## config.mk

```make
export PLATFORM = sky130hd
export DESIGN_NAME = decode_stage
export DESIGN_NICKNAME = d
export VERILOG_FILES = /design/src/rtl/decode_stage.sv
export SDC_FILE = /design/constraint.sdc
export NUM_CORES = 1
export LEC_CHECK = 0
export CAP_MARGIN = 20
export CORE_AREA = 8 8 138 140
export DETAILED_ROUTE_END_ITERATION = 16
export DIE_AREA = 0 0 146 148
export HOLD_SLACK_MARGIN = 0.03
export PLACE_DENSITY_LB_ADDON = 0.12
export SYNTH_ARGS = -nofsm -noshare
export SYNTH_HDL_FRONTEND = slang
export SYNTH_SLANG_ARGS = --single-unit
```

## constraint.sdc

```tcl
create_clock -name clk -period 5.04 [get_ports clk]
set_clock_uncertainty 0.05 [all_clocks]
set_input_delay 0.756 -clock clk [delete_from_list [all_inputs] [get_ports clk]]
set_output_delay 0.756 -clock clk [all_outputs]
set_load 0.05 [all_outputs]
```

## src/rtl/decode_stage.sv

```systemverilog
// RV32I/RV32E decode stage: registers one decoded instruction (control, indices, immediate, PC).
// Latency 1 cycle from accepted input to out_*; throughput 1/cycle with out_ready high.
// Backpressure: one-entry skid buffer absorbs a word when output is stalled; in_ready = !skid_valid.
// Optional M extension: define DECODE_M_EXTENSION_EN (adds out_m_op, widens out_alu_operation to 5 bits).
module decode_stage #(
    parameter int XLEN           = 32,
    parameter int REGISTER_COUNT = 32,
    parameter int PC_WIDTH       = 32
) (
    input  logic                clk,
    input  logic                rst_n,
    input  logic                flush,
    input  logic                in_valid,
    output logic                in_ready,
    input  logic [31:0]         in_instruction,
    input  logic [PC_WIDTH-1:0] in_pc,
    output logic                out_valid,
    input  logic                out_ready,
    output logic [PC_WIDTH-1:0] out_pc,
    output logic [4:0]          out_rd,
    output logic [4:0]          out_rs1,
    output logic [4:0]          out_rs2,
    output logic [XLEN-1:0]     out_immediate,
`ifdef DECODE_M_EXTENSION_EN
    output logic [4:0]          out_alu_operation,
    output logic [1:0]          out_m_op,
`else
    output logic [3:0]          out_alu_operation,
`endif
    output logic                out_alu_op1_pc,
    output logic                out_alu_op2_imm,
    output logic                out_rf_write_en,
    output logic [1:0]          out_rf_write_src,
    output logic                out_mem_read,
    output logic                out_mem_write,
    output logic [2:0]          out_mem_size,
    output logic [2:0]          out_branch_kind,
    output logic                out_branch,
    output logic                out_jump,
    output logic                out_jalr,
    output logic                out_system,
    output logic                out_illegal
);

`ifdef DECODE_M_EXTENSION_EN
    localparam int ALU_W = 5;
`else
    localparam int ALU_W = 4;
`endif

    localparam logic [ALU_W-1:0] ALU_ADD     = ALU_W'(0);
    localparam logic [ALU_W-1:0] ALU_SUB     = ALU_W'(1);
    localparam logic [ALU_W-1:0] ALU_SLL     = ALU_W'(2);
    localparam logic [ALU_W-1:0] ALU_SLT     = ALU_W'(3);
    localparam logic [ALU_W-1:0] ALU_SLTU    = ALU_W'(4);
    localparam logic [ALU_W-1:0] ALU_XOR     = ALU_W'(5);
    localparam logic [ALU_W-1:0] ALU_SRL     = ALU_W'(6);
    localparam logic [ALU_W-1:0] ALU_SRA     = ALU_W'(7);
    localparam logic [ALU_W-1:0] ALU_OR      = ALU_W'(8);
    localparam logic [ALU_W-1:0] ALU_AND     = ALU_W'(9);
    localparam logic [ALU_W-1:0] ALU_INVALID = '1;

    localparam logic [1:0] WB_ALU = 2'd0;
    localparam logic [1:0] WB_IMM = 2'd1;
    localparam logic [1:0] WB_MEM = 2'd2;
    localparam logic [1:0] WB_PC4 = 2'd3;

    typedef struct packed {
        logic [PC_WIDTH-1:0] pc;
        logic [4:0]          rd;
        logic [4:0]          rs1;
        logic [4:0]          rs2;
        logic [XLEN-1:0]     imm;
        logic [ALU_W-1:0]    alu;
        logic                op1_pc;
        logic                op2_imm;
        logic                wen;
        logic [1:0]          wsrc;
        logic                mem_read;
        logic                mem_write;
        logic [2:0]          mem_size;
        logic [2:0]          branch_kind;
        logic                branch;
        logic                jump;
        logic                jalr;
        logic                system;
        logic                illegal;
`ifdef DECODE_M_EXTENSION_EN
        logic [1:0]          m_op;
`endif
    } dec_t;

    logic [6:0]  opcode, f7;
    logic [2:0]  f3;
    logic [31:0] imm_i, imm_s, imm_b, imm_u, imm_j, imm32;
    logic        use_rd, use_rs1, use_rs2, bad;
    dec_t        dec, out_q, skid_q;
    logic        out_vld_q, skid_vld_q;

    assign opcode = in_instruction[6:0];
    assign f3     = in_instruction[14:12];
    assign f7     = in_instruction[31:25];
    assign imm_i  = {{20{in_instruction[31]}}, in_instruction[31:20]};
    assign imm_s  = {{20{in_instruction[31]}}, in_instruction[31:25], in_instruction[11:7]};
    assign imm_b  = {{19{in_instruction[31]}}, in_instruction[31], in_instruction[7],
                     in_instruction[30:25], in_instruction[11:8], 1'b0};
    assign imm_u  = {in_instruction[31:12], 12'b0};
    assign imm_j  = {{11{in_instruction[31]}}, in_instruction[31], in_instruction[19:12],
                     in_instruction[20], in_instruction[30:21], 1'b0};

    // Combinational decode of the incoming word; illegal words collapse to a bare flag + INVALID op.
    always_comb begin
        dec     = '0;
        dec.pc  = in_pc;
        use_rd  = 1'b0;
        use_rs1 = 1'b0;
        use_rs2 = 1'b0;
        bad     = 1'b0;
        imm32   = '0;
        case (opcode)
            7'b0110111: begin // LUI
                use_rd = 1'b1; imm32 = imm_u;
                dec.op2_imm = 1'b1; dec.wen = 1'b1; dec.wsrc = WB_IMM;
            end
            7'b0010111: begin // AUIPC
                use_rd = 1'b1; imm32 = imm_u;
                dec.op1_pc = 1'b1; dec.op2_imm = 1'b1; dec.wen = 1'b1;
            end
            7'b1101111: begin // JAL: ALU forms the target, rd gets PC+4
                use_rd = 1'b1; imm32 = imm_j;
                dec.op1_pc = 1'b1; dec.op2_imm = 1'b1; dec.jump = 1'b1;
                dec.wen = 1'b1; dec.wsrc = WB_PC4;
            end
            7'b1100111: begin // JALR
                use_rd = 1'b1; use_rs1 = 1'b1; imm32 = imm_i;
                dec.op2_imm = 1'b1; dec.jalr = 1'b1; dec.wen = 1'b1; dec.wsrc = WB_PC4;
                bad = (f3 != 3'b000);
            end
            7'b1100011: begin // BRANCH: ALU forms the target, compare happens in execute
                use_rs1 = 1'b1; use_rs2 = 1'b1; imm32 = imm_b;
                dec.op1_pc = 1'b1; dec.op2_imm = 1'b1; dec.branch = 1'b1; dec.branch_kind = f3;
                bad = (f3 == 3'b010) || (f3 == 3'b011);
            end
            7'b0000011: begin // LOAD
                use_rd = 1'b1; use_rs1 = 1'b1; imm32 = imm_i;
                dec.op2_imm = 1'b1; dec.mem_read = 1'b1; dec.mem_size = f3;
                dec.wen = 1'b1; dec.wsrc = WB_MEM;
                bad = (f3 == 3'b011) || (f3 == 3'b110) || (f3 == 3'b111);
            end
            7'b0100011: begin // STORE
                use_rs1 = 1'b1; use_rs2 = 1'b1; imm32 = imm_s;
                dec.op2_imm = 1'b1; dec.mem_write = 1'b1; dec.mem_size = f3;
                bad = (f3 >= 3'b011);
            end
            7'b0010011: begin // OP-IMM: ADDI never yields SUB; shifts check imm[11:5]
                use_rd = 1'b1; use_rs1 = 1'b1; imm32 = imm_i;
                dec.op2_imm = 1'b1; dec.wen = 1'b1;
                case (f3)
                    3'b000: dec.alu = ALU_ADD;
                    3'b001: begin dec.alu = ALU_SLL; bad = (f7 != 7'b0000000); end
                    3'b010: dec.alu = ALU_SLT;
                    3'b011: dec.alu = ALU_SLTU;
                    3'b100: dec.alu = ALU_XOR;
                    3'b101: begin
                        dec.alu = f7[5] ? ALU_SRA : ALU_SRL;
                        bad = (f7 != 7'b0000000) && (f7 != 7'b0100000);
                    end
                    3'b110: dec.alu = ALU_OR;
                    default: dec.alu = ALU_AND;
                endcase
            end
            7'b0110011: begin // OP
                use_rd = 1'b1; use_rs1 = 1'b1; use_rs2 = 1'b1; dec.wen = 1'b1;
                if (f7 == 7'b0000000 || (f7 == 7'b0100000 && (f3 == 3'b000 || f3 == 3'b101))) begin
                    case (f3)
                        3'b000: dec.alu = f7[5] ? ALU_SUB : ALU_ADD;
                        3'b001: dec.alu = ALU_SLL;
                        3'b010: dec.alu = ALU_SLT;
                        3'b011: dec.alu = ALU_SLTU;
                        3'b100: dec.alu = ALU_XOR;
                        3'b101: dec.alu = f7[5] ? ALU_SRA : ALU_SRL;
                        3'b110: dec.alu = ALU_OR;
                        default: dec.alu = ALU_AND;
                    endcase
                end
`ifdef DECODE_M_EXTENSION_EN
                // MUL..DIVU map to 10..15; REM/REMU reuse DIV/DIVU codes with m_op[1] = remainder.
                else if (f7 == 7'b0000001) begin
                    dec.alu  = (f3[2] && f3[1]) ? ALU_W'(14 + f3[0]) : ALU_W'(10 + f3);
                    dec.m_op = {f3[2] & f3[1], 1'b1};
                end
`endif
                else begin
                    bad = 1'b1;
                end
            end
            7'b0001111: bad = (f3 != 3'b000); // FENCE: legal no-op
            7'b1110011: dec.system = 1'b1;     // ECALL/EBREAK/CSR: flagged only
            default:    bad = 1'b1;
        endcase

        if (use_rd  && int'(in_instruction[11:7])  >= REGISTER_COUNT) bad = 1'b1;
        if (use_rs1 && int'(in_instruction[19:15]) >= REGISTER_COUNT) bad = 1'b1;
        if (use_rs2 && int'(in_instruction[24:20]) >= REGISTER_COUNT) bad = 1'b1;

        dec.rd  = use_rd  ? in_instruction[11:7]  : 5'd0;
        dec.rs1 = use_rs1 ? in_instruction[19:15] : 5'd0;
        dec.rs2 = use_rs2 ? in_instruction[24:20] : 5'd0;
        dec.imm = XLEN'($signed(imm32));
        dec.wen = dec.wen && (dec.rd != 5'd0);

        if (bad) begin
            dec         = '0;
            dec.pc      = in_pc;
            dec.illegal = 1'b1;
            dec.alu     = ALU_INVALID;
        end
    end

    // Output register plus skid: output loads when empty/draining, otherwise the word parks in skid.
    always_ff @(posedge clk or negedge rst_n) begin
        if (!rst_n) begin
            out_vld_q  <= 1'b0;
            skid_vld_q <= 1'b0;
            out_q      <= '0;
            skid_q     <= '0;
        end else if (flush) begin
            out_vld_q  <= 1'b0;
            skid_vld_q <= 1'b0;
        end else if (!out_vld_q || out_ready) begin
            if (skid_vld_q) begin
                out_q      <= skid_q;
                out_vld_q  <= 1'b1;
                skid_vld_q <= 1'b0;
            end else begin
                out_vld_q <= in_valid;
                if (in_valid) out_q <= dec;
            end
        end else if (in_valid && !skid_vld_q) begin
            skid_q     <= dec;
            skid_vld_q <= 1'b1;
        end
    end

    assign in_ready          = ~skid_vld_q;
    assign out_valid         = out_vld_q;
    assign out_pc            = out_q.pc;
    assign out_rd            = out_q.rd;
    assign out_rs1           = out_q.rs1;
    assign out_rs2           = out_q.rs2;
    assign out_immediate     = out_q.imm;
    assign out_alu_operation = out_q.alu;
    assign out_alu_op1_pc    = out_q.op1_pc;
    assign out_alu_op2_imm   = out_q.op2_imm;
    assign out_rf_write_en   = out_q.wen;
    assign out_rf_write_src  = out_q.wsrc;
    assign out_mem_read      = out_q.mem_read;
    assign out_mem_write     = out_q.mem_write;
    assign out_mem_size      = out_q.mem_size;
    assign out_branch_kind   = out_q.branch_kind;
    assign out_branch        = out_q.branch;
    assign out_jump          = out_q.jump;
    assign out_jalr          = out_q.jalr;
    assign out_system        = out_q.system;
    assign out_illegal       = out_q.illegal;
`ifdef DECODE_M_EXTENSION_EN
    assign out_m_op          = out_q.m_op;
`endif

endmodule

```

==> qor.yml <==
clock_network:
  clock_sinks: 204
  path_clk_slew_ps: 60
  cts_hold_buf: 0
  cts_made_buffers: 21
  cts_max_level: 1
  post-cts-setup-buffers: 0
  clockRootBuffer: "clkbuf_16"
  ctsResizeCount: 0
  cts_tree: "yes"
  clk_latency_ps: 490
  clockBufferDepth: 3
yosys:
  yosys.area_share.simple_pct: 19.2
  yosysUniqueCellTypes: 51
  synth_top_family_by_area: "simple AND/OR/NAND/NOR gates"
  netlist_area_mm2: 0.00936
  synth.avg_cell_area_um2: 9.13
  yosysSeqAreaShare_pct: 54.5
  synthMuxAreaShare_pct: 3.53
  synth-edff-count: 0
  synth_compound_area_share_pct: 18.9
  synth_flop_cell: "dfrtp_1"
  postSynthCellCount: 1025
  synthArstFlopShare_pct: 100
  synth.net_count: 1094
  ys_seq_elements: 204
  yosys_warnings: 0
  yosys.area_share.adder_pct: 0
  synthXorXnorAreaFrac_pct: 0.0936
global_routing:
  grt_use_met2_pct: 40.1
  grt_max_degree: 119
  grt.met3_usage_pct: 4.59
  grt_util_met1_pct: 33.5
  grt_overflow_total: 0
  grt_pass1_wl_um: 43800
  antenna_found_initial: 0
  grt_pass1_vias: 8068
  gr-max-usage-layer: "met2"
  grt_usage_pct: 24.6
layout:
  final_nets: 1229
  drive_above_1_share_pct: 7.00
  syn_to_final_growth_pct: 27.9
  antenna_cells: 0
critical_path:
  worstPathRequired_ps: 5370
  crit_chain: "clkdlybuf4s50_1 -> nor2_1 -> a21boi_0 -> o22a_1 -> a31oi_2 -> nand3_1 -> o21ai_0"
  worst-path-max-fanout: 18
  end_kind: "flop"
  startpoint_type: "input pin"
  critPathSlowestCell: "clkdlybuf4s50_1"
  slowest_delay_ps: 750
  crit_family: "compound AO/OA/AOI/OAI gates"
  cp.arrival_ps: 3660
  critPathKind: "in -> reg"
  cp_num_buf_inv: 1
hold_path:
  hold_class: "in -> async"
timing:
  timing.fmax_ghz: 0.300
  rsz0062_at_grt: "no"
  drv_slew: 0
  timing.hold.ws_ps: 357
  slew_headroom_pct: 36.7
  finalHoldViolCount: 0
  timing.setup.tns_ps: 0
  setup_viol_count_final: 0
  period_share_pct: 66.1
  worst_pin_slew_ps: 950
  fin_crit_ps: 3330
drt:
  drc: 0
  totalWireLength_um: 27300
  drt-initial-drc-count: 552
  wire_per_inst_um: 19.5
  drt-pass1-iter-count: 5
  via_count: 8155
  ant_nets: 0
  vias_per_cell: 5.84
placed_design:
  gp_congestion: 0.870
  dp_hpwl_um: 17800
  io_buffers: 171
job:
  maxCapViolCount: 0
floorplan:
  fp-row-count: 48
  die_area_mm2: 0.0216
  die_h_um: 148
  die_x_um: 146
  initial_core_util_pct: 55.3
  ios: 172
  coreArea_mm2: 0.0169
run_status:
  status: "completed"
pwr:
  finalPower_uw: 4400
  ir_worst_vdd_mv: 0.263
  p_leak_uw: 0.00517
  power.density_mw_per_mm2: 367
## cells by family (layout without fill, tap and decap cells)
logic type | count (synthesis) | after routing
XOR/XNOR | 1 | 1
flip-flops | 204 | 204
multiplexers | 33 | 33
buffers and inverters | 86 | 233
AO/OA/AOI/OAI | 293 | 293
AND/OR/NAND/NOR | 408 | 408
## sequential cells by signal (all words and copies together) (netlist names), 2 cells and up
signal             flops
out_alu_operation      4
out_branch_kind        3
out_immediate         32
out_mem_size           3
out_pc                32
out_rd                 5
out_rf_write_src       2
out_rs1                5
out_rs2                5
skid_q               101
## through the flow
step                      utilization [%]  setup slack, ps  instance area (um^2)  instances
after floorplan                         -             2430                  9360       1025
after global placement               66.2             1340                 11200       1362
after detailed placement             66.2             1310                 11200       1362
after CTS                            70.7             1710                 12000       1397
after global routing                 70.7             1540                 12000       1397
final                                70.7             1710                 12000       1397
## final timing paths
| kind | endpoint | startpoint | cells past startpoint | slack [ps] |
|---|---|---|---|---|
| worst max-delay path | skid_q[47]$_DFFE_PN0P_ | in_instruction[5] | 7 | 1710 |
| worst min-delay path | out_pc[0]$_DFFE_PN0P_ | rst_n | 1 | 360 |
| worst max register to register | skid_q[34]$_DFFE_PN0P_ | skid_vld_q$_DFFE_PN0P_ | 6 | 1870 |
| worst min register to register | skid_q[4]$_DFFE_PN0P_ | skid_q[4]$_DFFE_PN0P_ | 2 | 420 |
| max in group asynchronous | out_immediate[30]$_DFFE_PN0P_ | rst_n | 2 | 3430 |
| min in group clk | skid_q[4]$_DFFE_PN0P_ | skid_q[4]$_DFFE_PN0P_ | 2 | 420 |
## area by class of cell
class                      instances  area (um^2)
timing repair buffer             190         1870
clock buffer                      29          626
multi-input combinational        735         3920
clock inverter                     6          133
inverter                           8         30.0
fill                            1365         4960
sequential                       204         5110
tap                              225          282
## synth_stat cells, types with 2 or more instances
cell | number | share of area, %
a211oi_1 | 2 | 0.16
a21boi_0 | 3 | 0.24
a21o_1 | 2 | 0.16
a21oi_1 | 90 | 4.8
a221oi_1 | 2 | 0.19
a22oi_1 | 4 | 0.32
a31oi_1 | 11 | 0.74
and2_1 | 2 | 0.13
and3_1 | 36 | 2.4
buf_1 | 4 | 0.16
buf_2 | 9 | 0.48
buf_6 | 3 | 0.36
clkbuf_1 | 62 | 2.5
dfrtp_1 | 204 | 55
inv_1 | 8 | 0.32
mux2i_1 | 33 | 3.5
nand2_1 | 251 | 10
nand2b_1 | 2 | 0.13
nand3_1 | 33 | 1.8
nand4_1 | 3 | 0.20
nor2_1 | 49 | 2.0
nor2b_1 | 5 | 0.33
nor3_1 | 6 | 0.32
nor3_4 | 2 | 0.35
nor4_1 | 2 | 0.13
o21ai_0 | 110 | 5.9
o22ai_1 | 26 | 1.7
o31ai_1 | 18 | 1.4
o31ai_2 | 12 | 1.6
o31ai_4 | 2 | 0.45
or3_1 | 9 | 0.60
## power by group
group | switching (uW) | internal (uW)
clock network | 621 | 1070
registers | 88.2 | 1790
logic | 557 | 278
total | 1270 | 3130
## placed cells by master, fill, tap and decap left out, types with 21 or more instances in the layout
master	count
a21oi_1	90
and3_1	36
clkbuf_16	21
clkdlybuf4s50_1	170
dfrtp_1	203
mux2i_1	33
nand2_1	251
nand3_1	33
nor2_1	48
o21ai_0	110
o22ai_1	26
## metal layers
metal  vias to the layer above  wire length, um
met4                         0              441
met5                         -                0
met2                       295            13100
li1                       3838                -
met3                        38             1780
met1                      3984            12000
Note: power is estimated with default switching activity, not from simulation.
